`src/rtl/spectrum_buffer_pkg.sv`:
```
// Shared constants and state encoding for the double-buffered spectrum store.
// DATA_BITS and MAX_HEIGHT must track the renderer's plot height.
package spectrum_buffer_pkg;

    localparam int MAG_BITS   = 16;
    localparam int DATA_BITS  = 9;
    localparam int SHIFT      = 7;
    localparam int MAX_HEIGHT = 440;
    localparam int ADDR_BITS  = 8;
    localparam int NUM_BINS   = 1 << ADDR_BITS;

    typedef enum logic [1:0] {
        ST_CLEAR   = 2'd0,
        ST_FILL    = 2'd1,
        ST_PENDING = 2'd2
    } buf_state_t;

endpackage

```
`src/rtl/spectrum_bank_ram.sv`:
```
// One spectrum bank: single write port, registered read port (1-cycle latency).
// A read of the address being written returns the old contents.
module spectrum_bank_ram #(
    parameter int ADDR_W = 8,
    parameter int DATA_W = 9
) (
    input  logic              clk_pixel,
    input  logic              we,
    input  logic [ADDR_W-1:0] wr_addr,
    input  logic [DATA_W-1:0] wr_data,
    input  logic [ADDR_W-1:0] rd_addr,
    output logic [DATA_W-1:0] rd_data
);

    logic [DATA_W-1:0] mem [0:(1 << ADDR_W)-1];

    always_ff @(posedge clk_pixel) begin
        if (we) begin
            mem[wr_addr] <= wr_data;
        end
        rd_data <= mem[rd_addr];
    end

endmodule

```
`src/rtl/spectrum_buffer.sv`:
```
// Double-buffered 256-bin spectrum store: fills the back bank from the FFT stream
// and swaps it to the renderer only on frame_sync, so no torn frame is displayed.
//
// state      | meaning
// -----------+-----------------------------------------------------------
// ST_CLEAR   | zeroing both banks, one address per cycle; input stalled
// ST_FILL    | accepting scaled magnitudes into the back bank
// ST_PENDING | back bank holds a complete frame; waiting for frame_sync
module spectrum_buffer
    import spectrum_buffer_pkg::*;
(
    input  logic                 clk_pixel,
    input  logic                 rst,
    input  logic                 s_valid,
    output logic                 s_ready,
    input  logic [MAG_BITS-1:0]  s_mag,
    input  logic                 s_last,
    input  logic                 frame_sync,
    input  logic [ADDR_BITS-1:0] rd_addr,
    output logic [DATA_BITS-1:0] rd_data,
    output logic                 front_bank,
    output logic                 swap_done,
    output logic                 frame_err
);

    localparam logic [ADDR_BITS-1:0] LAST_BIN = ADDR_BITS'(NUM_BINS - 1);

    buf_state_t             state_q;
    buf_state_t             state_d;
    logic [ADDR_BITS-1:0]   wr_cnt;
    logic [ADDR_BITS-1:0]   wr_cnt_d;
    logic                   front_d;
    logic                   swap_d;
    logic                   err_d;
    logic                   we0;
    logic                   we1;
    logic [DATA_BITS-1:0]   wr_data;
    logic [MAG_BITS-1:0]    mag_shr;
    logic [DATA_BITS-1:0]   height;
    logic [DATA_BITS-1:0]   q0;
    logic [DATA_BITS-1:0]   q1;
    logic                   rd_zero;
    logic                   rd_bank;

    // Saturating compare is done at full magnitude width before narrowing.
    assign mag_shr = s_mag >> SHIFT;
    assign height  = (mag_shr > MAG_BITS'(MAX_HEIGHT)) ? DATA_BITS'(MAX_HEIGHT)
                                                       : mag_shr[DATA_BITS-1:0];

    always_ff @(posedge clk_pixel) begin
        if (rst) begin
            state_q    <= ST_CLEAR;
            wr_cnt     <= '0;
            front_bank <= 1'b0;
            swap_done  <= 1'b0;
            frame_err  <= 1'b0;
            rd_zero    <= 1'b1;
            rd_bank    <= 1'b0;
        end else begin
            state_q    <= state_d;
            wr_cnt     <= wr_cnt_d;
            front_bank <= front_d;
            swap_done  <= swap_d;
            frame_err  <= err_d;
            rd_zero    <= (state_q == ST_CLEAR);
            rd_bank    <= front_bank;
        end
    end

    always_comb begin
        state_d  = state_q;
        wr_cnt_d = wr_cnt;
        front_d  = front_bank;
        swap_d   = 1'b0;
        err_d    = 1'b0;
        we0      = 1'b0;
        we1      = 1'b0;
        wr_data  = '0;
        s_ready  = 1'b0;

        case (state_q)
            ST_CLEAR: begin
                we0 = 1'b1;
                we1 = 1'b1;
                if (wr_cnt == LAST_BIN) begin
                    wr_cnt_d = '0;
                    state_d  = ST_FILL;
                end else begin
                    wr_cnt_d = wr_cnt + ADDR_BITS'(1);
                end
            end

            ST_FILL: begin
                s_ready = 1'b1;
                wr_data = height;
                if (s_valid) begin
                    we0 = front_bank;
                    we1 = ~front_bank;
                    if (wr_cnt == LAST_BIN) begin
                        // Full count commits the frame even without s_last; that case is flagged.
                        err_d    = ~s_last;
                        wr_cnt_d = '0;
                        state_d  = ST_PENDING;
                    end else if (s_last) begin
                        err_d    = 1'b1;
                        wr_cnt_d = '0;
                    end else begin
                        wr_cnt_d = wr_cnt + ADDR_BITS'(1);
                    end
                end
            end

            ST_PENDING: begin
                if (frame_sync) begin
                    front_d = ~front_bank;
                    swap_d  = 1'b1;
                    state_d = ST_FILL;
                end
            end

            default: begin
                state_d  = ST_CLEAR;
                wr_cnt_d = '0;
            end
        endcase
    end

    spectrum_bank_ram #(
        .ADDR_W (ADDR_BITS),
        .DATA_W (DATA_BITS)
    ) u_bank0 (
        .clk_pixel (clk_pixel),
        .we        (we0),
        .wr_addr   (wr_cnt),
        .wr_data   (wr_data),
        .rd_addr   (rd_addr),
        .rd_data   (q0)
    );

    spectrum_bank_ram #(
        .ADDR_W (ADDR_BITS),
        .DATA_W (DATA_BITS)
    ) u_bank1 (
        .clk_pixel (clk_pixel),
        .we        (we1),
        .wr_addr   (wr_cnt),
        .wr_data   (wr_data),
        .rd_addr   (rd_addr),
        .rd_data   (q1)
    );

    // Bank select and blanking are registered alongside the RAM read so they align with it.
    assign rd_data = rd_zero ? '0 : (rd_bank ? q1 : q0);

endmodule

```
`config.mk`:
```
export PLATFORM = sky130hd
export DESIGN_NAME = spectrum_buffer
export DESIGN_NICKNAME = d
export VERILOG_FILES = /design/src/rtl/spectrum_buffer_pkg.sv /design/src/rtl/spectrum_bank_ram.sv /design/src/rtl/spectrum_buffer.sv
export SDC_FILE = /design/constraint.sdc
export NUM_CORES = 2
export LEC_CHECK = 0
export BUFFER_PORTS_ARGS = -buffer_cell sky130_fd_sc_hd__buf_2
export CORE_MARGIN = 2
export CORE_UTILIZATION = 43
export DETAILED_ROUTE_END_ITERATION = 12
export PLACE_DENSITY = 0.56
export SKIP_LAST_GASP = 1
export SLEW_MARGIN = 20
export SYNTH_ARGS = -nofsm -noshare
export SYNTH_HDL_FRONTEND = slang
export SYNTH_MEMORY_MAX_BITS = 65536
export SYNTH_SLANG_ARGS = --single-unit
```
`constraint.sdc`:
```
create_clock -name clk_pixel -period 24.2 [get_ports clk_pixel]
set_clock_uncertainty 0.15 [all_clocks]
set_input_delay 4.84 -clock clk_pixel [delete_from_list [all_inputs] [get_ports clk_pixel]]
set_output_delay 4.84 -clock clk_pixel [all_outputs]
set_load 0.1 [all_outputs]
```
==> results.toml <==
[routing]
ant_nets = 0
drc = 0
drt_iter0_drc = 9950
num_vias = 88700
drt_wl_total_um = 479000
drt_pass1_iterations = 6
wl_per_cell_um = 32.4
via_per_inst = 6.00

[logic_synthesis]
async_flop_share_pct = 0
seq_area_frac_synth_pct = 77.2
synth-main-ff-cell = "edfxtp_1"
avgSynthCellArea_um2 = 20.7
postSynthCellCount = 8694
ys_types = 72
ys_ff_latch = 4641
synth_edf_count = 4608
synth_fp_nets = 8727
synth_warnings = 0
netlist_area_um2 = 180000

[critical_path]
startpoint_type = "input pin"
timing.rr.start = "state_q[0]$_SDFFE_PP0P_"
r2r_cells = 8
r2r-end = "u_bank0.mem[21][0]$_DFFE_PP_"
crit_type = "in2reg"
critical_path.endpoint_type = "flip-flop"
worst-path-max-fanout = 56
critPathArrivalTime_ns = 11.97
required_ns = 24.87
rrSetupSlack_ns = 18.53

[timing]
setup_viol_count_final = 0
setup-tns-final_ns = 0
slew_violations = 0
timing.fmax_mhz = 88.5
tightest_slew_ns = 1.23
maxSlewHeadroom_pct = 17.8
min_period_over_period_pct = 46.7
grt_setup_unrepaired = "no"
hold_ws_ns = 0.382
hold_violations = 0
period_needed_ns = 11.29

[place]
numPortBuffers = 34
dp_hpwl_um = 282000
gp_congestion = 0.837
dp_cells = 13900

[floorplanning]
num_rows = 237
die_area_um2 = 424000
die_w_um = 651
coreArea_um2 = 417000
start_util_pct = 43.2
ios = 42
fp.dieH_um = 651

[clock_network]
cts.sinks = 4641
htreeDepth = 5
insertion_delay_ns = 1.01
cts_buffer_depth = 4
cts_resized = 0
numCtsBuffers = 468
hold_buffers = 0
cts-root-buf = "clkbuf_16"
cts.clk_slew.worst_paths_ns = 0.06
cts_setup_buffers = 0
cts_tree = "built"

[finish]
fin_cells = 14800
drive_gt1_share_pct = 20.7
finalNetCount = 8880
multi_input_area_um2 = 38100
post-route-util_pct = 48.3
area_growth_pct = 11.8
fill_cells = 33700
regArea_um2 = 139000

[hold_path]
hold_path_depth = 1
min_to = "rd_bank$_SDFF_PP0_"
min_from = "front_bank$_SDFFE_PP0P_"
min_path_type = "reg2reg"

[pwr]
finalPower_mw = 16.5
power_leakage_nw = 60.6
powerDensity_nw_per_um2 = 81.8
peakVddDrop_uv = 74.9

[flow_run]
max_cap_viol_count = 0

[run_status]
status = "finished, final reports clean"

[grt]
grt_antenna_before_repair = 27
grt_pass1_vias = 89000
grt_max_degree = 206
grt.total_usage_pct = 22.2
grt_pass1_wl_um = 674000
overflow = 0
==> flip-flops by register name, summed over array words and instances, names as in the netlist <==
name	count
frame_err	1
front_bank	1
rd_bank	1
rd_zero	1
state_q	2
swap_done	1
u_bank0.mem	2304
u_bank0.rd_data	9
u_bank1.mem	2304
u_bank1.rd_data	9
wr_cnt	8
==> layout make-up <==
cell class / count / share of cell area [%]
Sequential cell: 4641 / 69.1
Multi-Input combinational cell: 3495 / 18.9
Clock buffer: 590 / 6.20
Tap cell: 5497 / 3.42
Clock inverter: 283 / 1.27
Timing Repair Buffer: 233 / 0.989
Antenna cell: 37 / 0.0460
Inverter: 8 / 0.0199
==> cell usage in the layout, fill, tap and decap left out, drive strengths merged, types with 51 or more instances in the layout <==
| cell | synthesis | final |
|---|---|---|
| o21ai | 51 | 51 |
| mux2i | 529 | 529 |
| buf | 282 | 232 |
| a22oi | 172 | 172 |
| o221ai | 105 | 105 |
| nand2 | 77 | 77 |
| nor3 | 190 | 190 |
| nor2 | 623 | 623 |
| mux4 | 936 | 936 |
| o22ai | 202 | 202 |
| a21oi | 198 | 198 |
| clkbuf | 268 | 591 |
| clkinv | 0 | 215 |
| edfxtp | 4608 | 4608 |
==> metal layers <==
| layer | GRT usage, % | vias up | share of wire [%] |
|---|---|---|---|
| met2 | 35.7 | 3391 | 48 |
| met5 | 0 | - | 0 |
| li1 | - | 36800 | - |
| met3 | 3.48 | 727 | 6.9 |
| met4 | 6.99 | 0 | 3.6 |
| met1 | 31.3 | 47800 | 42 |
==> worst max-delay path, cell delays in order <==
cell	delay [ns]
buf_8	0.25
buf_4	0.70
buf_4	0.64
buf_4	0.71
buf_4	0.84
buf_4	0.76
buf_4	0.81
mux4_2	0.43
a22oi_1	0.23
a21oi_1	0.20
nor4_1	0.88
nor3_1	0.24
==> worst max path at each step <==
stage | start | endpoint | slack (ns) | cells after the start
after global routing | rd_addr[1] | u_bank1.rd_data[6]$_DFF_P_ | 12.83 | 12
final | rd_addr[1] | u_bank1.rd_data[5]$_DFF_P_ | 12.91 | 12
after detailed placement | rd_addr[1] | u_bank1.rd_data[6]$_DFF_P_ | 11.83 | 12
after CTS | rd_addr[1] | u_bank1.rd_data[6]$_DFF_P_ | 12.89 | 12
after floorplan | s_mag[7] | u_bank0.mem[0][3]$_DFFE_PP_ | 4.39 | 5
after global placement | rd_addr[1] | u_bank1.rd_data[6]$_DFF_P_ | 11.83 | 12
==> power by group <==
group          switching [mW]  internal (mW)
clock                    3.04           4.06
sequential             0.0143           8.72
combinational           0.399          0.220
==> synthesized netlist by cell type, drive strengths merged (12+ instances only) <==
| cell | number | area (µm²) |
|---|---|---|
| a2111oi | 21 | 195 |
| a211o | 25 | 219 |
| a211oi | 38 | 285 |
| a21oi | 198 | 991 |
| a221oi | 24 | 210 |
| a22o | 17 | 149 |
| a22oi | 172 | 1290 |
| buf | 282 | 2140 |
| clkbuf | 268 | 1010 |
| dfxtp | 33 | 661 |
| edfxtp | 4608 | 138000 |
| mux2i | 529 | 5300 |
| mux4 | 936 | 21100 |
| nand2 | 77 | 292 |
| nand2b | 15 | 93.8 |
| nand3 | 49 | 245 |
| nand4 | 27 | 169 |
| nor2 | 623 | 2340 |
| nor2b | 12 | 75.1 |
| nor3 | 190 | 951 |
| nor4 | 30 | 188 |
| o211ai | 18 | 135 |
| o21ai | 51 | 255 |
| o221ai | 105 | 920 |
| o22ai | 202 | 1290 |
| or3 | 18 | 113 |
| or4 | 13 | 97.6 |
==> kinds of logic (layout without fill, tap and decap cells) <==
family / Yosys count / count (layout) / share of synthesized area (%)
AOI/OAI and AO/OA: 918 / 918 / 3.52
other: 0 / 37 / 0
buffers and inverters: 558 / 1114 / 1.77
muxes: 1472 / 1472 / 14.7
and+or+nand+nor: 1094 / 1094 / 2.71
DFF: 4641 / 4641 / 77.2
xor gates and xnor gates: 7 / 7 / 0.0341
adders and majority gates: 4 / 4 / 0.0278
==> metrics by stage <==
stage / setup slack, ns / instance area (µm²)
3_3_place_gp: 11.83 / 186000
4_1_cts: 12.89 / 201000
6_report: 12.91 / 201000
5_1_grt: 12.83 / 201000
3_5_place_dp: 11.83 / 186000
2_1_floorplan: 4.39 / 180000
Power figures use the tool's default switching activity.
